### config.mk
export PLATFORM = sky130hd
export DESIGN_NAME = mtr_drv_pwm
export DESIGN_NICKNAME = d
export VERILOG_FILES = /design/src/rtl/mtr_pkg.sv /design/src/rtl/mtr_drv_pwm_nonoverlap.sv /design/src/rtl/mtr_drv_pwm.sv
export SDC_FILE = /design/constraint.sdc
export NUM_CORES = 1
export LEC_CHECK = 0
export BUFFER_PORTS_ARGS = -buffer_cell sky130_fd_sc_hd__buf_4
export CAP_MARGIN = 40
export CORE_MARGIN = 2
export CORE_UTILIZATION = 59
export DETAILED_ROUTE_END_ITERATION = 10
export GPL_TIMING_DRIVEN = 0
export PLACE_DENSITY_LB_ADDON = 0.25
export SLEW_MARGIN = 15
export SYNTH_ARGS = -nofsm -noshare
export SYNTH_HDL_FRONTEND = slang
export SYNTH_SLANG_ARGS = --single-unit
### constraint.sdc
create_clock -name clk -period 1.95 [get_ports clk]
set_input_delay 0 -clock clk [delete_from_list [all_inputs] [get_ports clk]]
set_output_delay 0 -clock clk [all_outputs]
set_load 0.02 [all_outputs]
### src/rtl/mtr_pkg.sv
// mtr_pkg: shared constants and types for the motor-drive PWM stage.
//   PWM_W          period counter / duty width
//   PWM_MID        duty at zero speed (50 %)
//   DEADTIME_DEF   default non-overlap interval in clocks
//   SLEW_STEP_DEF  default per-period duty step (MTR_SLEW_EN builds only)
//   duty_t         duty / counter type
package mtr_pkg;

  localparam int PWM_W         = 11;
  localparam logic [10:0] PWM_MID = 11'h400;
  localparam int DEADTIME_DEF  = 32;
  localparam int SLEW_STEP_DEF = 64;

  typedef logic [PWM_W-1:0] duty_t;

  // Signed speed plus 0x400 is the speed with its MSB inverted.
  function automatic duty_t spd2duty(input logic [PWM_W-1:0] spd);
    return spd ^ PWM_MID;
  endfunction

endpackage

### src/rtl/mtr_drv_pwm_nonoverlap.sv
// nonoverlap: dead-time generator for one H-bridge wheel.
//   clk_i    system clock
//   rst_ni   asynchronous active-low reset
//   raw_i    raw PWM (registered compare result)
//   pwm1_o   high-side drive, raw high and dead time elapsed
//   pwm2_o   low-side drive, raw low and dead time elapsed
// Any raw edge restarts the dead counter; both legs stay low until it
// saturates at DEADTIME, so the legs can never be driven together.
module nonoverlap
  import mtr_pkg::*;
#(
  parameter int DEADTIME = DEADTIME_DEF
) (
  input  logic clk_i,
  input  logic rst_ni,
  input  logic raw_i,
  output logic pwm1_o,
  output logic pwm2_o
);

  localparam logic [7:0] DT = 8'(DEADTIME);

  logic [7:0] dead_q, dead_d;
  logic       raw_q;
  logic       done_d;
  logic       pwm1_q, pwm2_q;

  always_comb begin
    dead_d = dead_q;
    if (raw_i != raw_q)
      dead_d = '0;
    else if (dead_q != DT)
      dead_d = dead_q + 8'd1;
    done_d = (dead_d == DT);
  end

  always_ff @(posedge clk_i or negedge rst_ni) begin
    if (!rst_ni) begin
      dead_q <= '0;
      raw_q  <= 1'b0;
      pwm1_q <= 1'b0;
      pwm2_q <= 1'b0;
    end else begin
      dead_q <= dead_d;
      raw_q  <= raw_i;
      pwm1_q <= raw_i & done_d;
      pwm2_q <= ~raw_i & done_d;
    end
  end

  assign pwm1_o = pwm1_q;
  assign pwm2_o = pwm2_q;

endmodule

### src/rtl/mtr_drv_pwm.sv
// mtr_drv_pwm: converts signed 11-bit wheel speed commands into
// complementary dead-timed H-bridge PWM pairs with a 2048-clock period.
//   clk       system clock
//   rst_n     asynchronous active-low reset
//   lft_spd   signed left speed command
//   rght_spd  signed right speed command
//   lftPWM1/lftPWM2    left high/low-side drives
//   rghtPWM1/rghtPWM2  right high/low-side drives
//   prd_strt  one-clock pulse while the period counter is 0
// Optional feature: define MTR_SLEW_EN to limit duty change per period
// to SLEW_STEP; otherwise the duty loads the target directly.
module mtr_drv_pwm
  import mtr_pkg::*;
#(
  parameter int DEADTIME  = DEADTIME_DEF,
  parameter int SLEW_STEP = SLEW_STEP_DEF
) (
  input  logic              clk,
  input  logic              rst_n,
  input  logic [PWM_W-1:0]  lft_spd,
  input  logic [PWM_W-1:0]  rght_spd,
  output logic              lftPWM1,
  output logic              lftPWM2,
  output logic              rghtPWM1,
  output logic              rghtPWM2,
  output logic              prd_strt
);

  duty_t cnt_q, cnt_d;
  duty_t lft_duty_q, lft_duty_d;
  duty_t rght_duty_q, rght_duty_d;
  logic  lft_raw_q, rght_raw_q;
  logic  prd_q;

`ifdef MTR_SLEW_EN
  function automatic duty_t next_duty(input duty_t cur, input duty_t tgt);
    logic [11:0] c, t, s;
    c = {1'b0, cur};
    t = {1'b0, tgt};
    s = 12'(SLEW_STEP);
    if (t > c + s)
      return duty_t'(c + s);
    else if (c > t + s)
      return duty_t'(c - s);
    else
      return tgt;
  endfunction
`else
  function automatic duty_t next_duty(input duty_t cur, input duty_t tgt);
    duty_t unused_cur;
    unused_cur = cur;
    return tgt | (unused_cur & '0);
  endfunction
`endif

  always_comb begin
    cnt_d       = cnt_q + 11'd1;
    lft_duty_d  = lft_duty_q;
    rght_duty_d = rght_duty_q;
    // Load on the last clock so the new duty applies from cnt == 0.
    if (cnt_q == '1) begin
      lft_duty_d  = next_duty(lft_duty_q, spd2duty(lft_spd));
      rght_duty_d = next_duty(rght_duty_q, spd2duty(rght_spd));
    end
  end

  always_ff @(posedge clk or negedge rst_n) begin
    if (!rst_n) begin
      cnt_q       <= '0;
      lft_duty_q  <= PWM_MID;
      rght_duty_q <= PWM_MID;
      lft_raw_q   <= 1'b0;
      rght_raw_q  <= 1'b0;
      prd_q       <= 1'b0;
    end else begin
      cnt_q       <= cnt_d;
      lft_duty_q  <= lft_duty_d;
      rght_duty_q <= rght_duty_d;
      lft_raw_q   <= (cnt_q < lft_duty_q);
      rght_raw_q  <= (cnt_q < rght_duty_q);
      // Registered from the wrap condition so it is high exactly while
      // cnt == 0, yet stays low during and straight after reset.
      prd_q       <= (cnt_q == '1);
    end
  end

  assign prd_strt = prd_q;

  nonoverlap #(.DEADTIME(DEADTIME)) u_lft (
    .clk_i  (clk),
    .rst_ni (rst_n),
    .raw_i  (lft_raw_q),
    .pwm1_o (lftPWM1),
    .pwm2_o (lftPWM2)
  );

  nonoverlap #(.DEADTIME(DEADTIME)) u_rght (
    .clk_i  (clk),
    .rst_ni (rst_n),
    .raw_i  (rght_raw_q),
    .pwm1_o (rghtPWM1),
    .pwm2_o (rghtPWM2)
  );

endmodule

==> parameters.txt <==
Parameter                              Value

Placed design
  Number of port buffers ... 28
  Count of placed standard cells including taps ... 385
  Post-placement cell area ... about 0.0033 mm^2
  Worst setup timing slack at the placement stage ... -234 ps
  Total half-perimeter wirelength after legalization and detailed placement ... 4140 um
  Routability-driven placement congestion ratio ... between 0.9 and 1

GRT
  Pin count of the biggest net entering global routing ... 59
  Via count of the first global-routing pass ... 2336
  Gr ovfl total ... 0
  Initial antenna violation count ... 0
  First-pass GRT wire length ... just over 10000 um
  Global routing usage summed across all routing layers ... roughly a quarter

Power and ir drop
  Leakage Power ... 1.81 nW
  Power density over cell area ... 645 mW/mm^2
  Total power of the final layout ... approximately 2.4 mW
  Worst vdd ir ... 0.793 mV

Floorplan
  Die height ... ~75 um
  Count of standard-cell rows ... 25
  Floorplan die area ... approximately 0.0056 mm^2
  Starting utilization of the core area ... about three fifths
  Count of boundary I/O pins ... 29
  Core region area ... ~0.0048 mm^2
  Die width ... about 75 um

Detailed routing
  Number of vias in the routed layout ... between 2000 and 2500
  Post-detailed-route wirelength per cell ... 14.8 um
  First-pass DRT Iterations ... 4
  Starting DRC count in detailed routing ... 89
  Total detailed-routing wirelength ... around 6300 um
  Post-route antenna net violation count ... 0
  DRC violations left ... 0
  Post-DR vias/cell ... ~5.5

STA
  Fin Setup TNS ... 0 ps
  Crit path setup slack, layout ... 76.5 ps
  Portion of the clock cycle consumed by the worst path in the final layout ... approximately 96%
  Number of max-slew violations in the final report ... 0
  Min Hold Slack ... 259 ps
  Maximum operating frequency ... about 0.53 GHz
  Transition time at the pin with the least slew margin ... between 700 and 800 ps
  Final setup violation count ... 0
  Headroom to the max-slew limit ... 51.7%
  Post-route clock skew ... between 4 and 5 ps
  Final critical delay including setup and external delays ... roughly 1900 ps
  Final Hold Violating Endpoints ... 0

Cells and area
  Ratio of cells with drive above 1 in the final layout ... approximately 20%
  Final instance area ... between 0.003 and 0.004 mm^2
  Net count of the finished layout ... between 400 and 500
  Utilization after layout ... between 70 and 80%
  Non-filler instance count after layout ... approximately 430
  Area growth from synthesis to final layout ... 26.2%
  Number of antenna diodes ... 0
  Fill cell instance count of the final layout ... 333

Critical path
  Number of buffers and inverters on the critical path ... 1
  Worst-path cell chain ... inv_1 -> ha_1 -> and4bb_2 -> nand2_1 -> mux2i_2 -> and4b_1 -> o311a_1
  Category of the worst setup path capture point ... flip-flop
  Data required, critical path ... approximately 2200 ps
  Startpoint types ... flip-flop
  Max incr delay on CP ... between 400 and 500 ps
  Classification of the worst setup path ... flip-flop to flip-flop
  Arrival time at the worst endpoint ... around 2100 ps
  Critical Path Slowest Stage Cell ... dfrtp_2
  Gate family responsible for the most delay along the worst path ... simple AND/OR/NAND/NOR gates
  Largest fanout on the critical path ... 6

Yosys
  Syn Area/Cell ... about 10 um^2
  Number of flops mapped to enable cells by yosys ... 0
  Post-synthesis sequential element count ... 58
  Seq/Total Area, Yosys ... between 40% and 50%
  Net count after synthesis ... 339
  Post-synthesis async set-or-reset flop share ... 100%
  Most used DFF post-synth ... dfrtp_1
  Synthesized instance count ... between 200 and 300
  Post-Syn Area ... 0.00296 mm^2
  Post-synth cell types ... 42
  Warnings, synthesis ... 0

Clock tree
  Root buffer cell ... clkbuf_8
  Number of levels in the clock H-tree ... 3
  Reg clk slew, reported paths ... ~60 ps
  Clock buffer depth ... 2
  Num Clock Sinks ... between 50 and 60
  TritonCTS clock tree ... yes
  Later-pin clock latency in the skew report ... around 330 ps
  Clock buffers created by TritonCTS ... 9

Flow run
  Max-Cap Viols ... 0

Run status
  Result of the run ... finished, final reports clean

Worst hold path
  Class of the tightest hold or removal check ... input port to asynchronous set/reset pin
state kept, by name, summed over array words and instances, names as in the netlist:
name,flops
cnt_q,11
lft_duty_q,11
lft_raw_q,1
prd_strt,1
rght_duty_q,11
rght_raw_q,1
u_lft.dead_q,8
u_lft.pwm1_o,1
u_lft.pwm2_o,1
u_lft.raw_q,1
u_rght.dead_q,8
u_rght.pwm1_o,1
u_rght.pwm2_o,1
u_rght.raw_q,1
report_power, final:
group / internal, mW / leakage (nW) / switching [mW] / total (mW)
clock network: 0.660 / 0.101 / 0.444 / 1.10
logic: 0.0603 / 1.08 / 0.0380 / 0.0983
registers: 1.21 / 0.637 / 0.00108 / 1.21
total: 1.93 / 1.81 / 0.483 / 2.41
what timing repair did:
action                                 4_1_cts  5_1_grt
buffers inserted                             1        2
gates resized for setup                      1       17
pin swaps                                    0        3
hold buffers                                23        0
endpoints found under the hold margin       78        0
setup endpoints to repair                   11       24
metal layers:
layer  up-vias  part of all wire [%]  GRT usage [%]
met3        12                   2.7           6.02
met1      1158                    44           28.9
met5         -                     0              0
li1       1147                     -              -
met4         0                   2.2           11.3
met2        38                    51           43.2
cells in the final DEF, fill, tap and decap left out, types with 2 or more instances in the layout:
master / synthesis / routed
o2111ai_1: 3 / 3
o311a_1: 2 / 2
dfrtp_2: 0 / 8
nand4_1: 3 / 3
o211ai_1: 2 / 2
mux2i_2: 0 / 2
mux2_2: 2 / 2
o2bb2ai_1: 2 / 2
nand2b_1: 3 / 3
a21oi_1: 7 / 6
nor2_1: 17 / 17
o21ai_0: 25 / 23
and3_1: 3 / 3
o21ai_1: 0 / 2
nand2_1: 17 / 16
buf_4: 0 / 31
xnor2_1: 11 / 11
dfstp_2: 2 / 2
clkbuf_1: 3 / 5
a211oi_1: 6 / 6
inv_1: 30 / 30
dfrtp_1: 56 / 48
nor3_1: 4 / 3
dlygate4sd3_1: 0 / 23
nand3_1: 28 / 28
a311oi_1: 2 / 2
clkbuf_2: 1 / 2
clkbuf_8: 0 / 11
and4_1: 5 / 5
xor2_1: 11 / 11
a21o_1: 2 / 2
nor4_1: 2 / 2
ha_1: 25 / 24
final timing paths:
path / start / to / slack [ps] / cells after the start
max in group asynchronous: rst_n / u_rght.dead_q[3] / 1150 / 2
worst min register to register: rght_duty_q[10] / rght_duty_q[10] / 490 / 2
worst max-delay path: u_rght.dead_q[0] / u_rght.pwm1_o / 80 / 7
min in group clk: lft_spd[10] / lft_duty_q[10] / 400 / 3
worst max register to register: u_rght.dead_q[0] / u_rght.pwm1_o / 80 / 7
worst min-delay path: rst_n / u_lft.dead_q[3] / 260 / 2
cell type report:
cell class | instances | area (um^2) | share of cell area (%)
flip-flops and latches | 58 | 1460 | 39.2
multi-input cells | 195 | 1390 | 37.1
repair buffers | 54 | 463 | 12.4
clock buffers | 14 | 163 | 4.35
inverters | 31 | 116 | 3.11
well taps | 67 | 83.8 | 2.24
clock inverters | 2 | 35.0 | 0.937
plain buffers | 5 | 25.0 | 0.670
synthesized netlist by cell type, types with 3 or more instances:
library cell | n | share of area (%)
xor2_1 | 11 | 3.3
nor2_1 | 17 | 2.2
xnor2_1 | 11 | 3.3
a21oi_1 | 7 | 1.2
nand2_1 | 17 | 2.2
nand4_1 | 3 | 0.63
o21ai_0 | 25 | 4.2
nand3_1 | 28 | 4.7
dfrtp_1 | 56 | 47
nand2b_1 | 3 | 0.63
and3_1 | 3 | 0.63
o2111ai_1 | 3 | 0.89
a211oi_1 | 6 | 1.5
ha_1 | 25 | 11
clkbuf_1 | 3 | 0.38
and4_1 | 5 | 1.5
inv_1 | 30 | 3.8
nor3_1 | 4 | 0.68
kinds of logic after synthesis:
family          share of synthesized area [%]
compound gates                           11.4
xor+xnor                                 6.51
fa+ha+maj                                10.6
buf+inv                                  4.77
flops                                    49.1
mux                                      1.44
simple gates                             16.2
No activity file was read; power rests on OpenSTA's default activity.
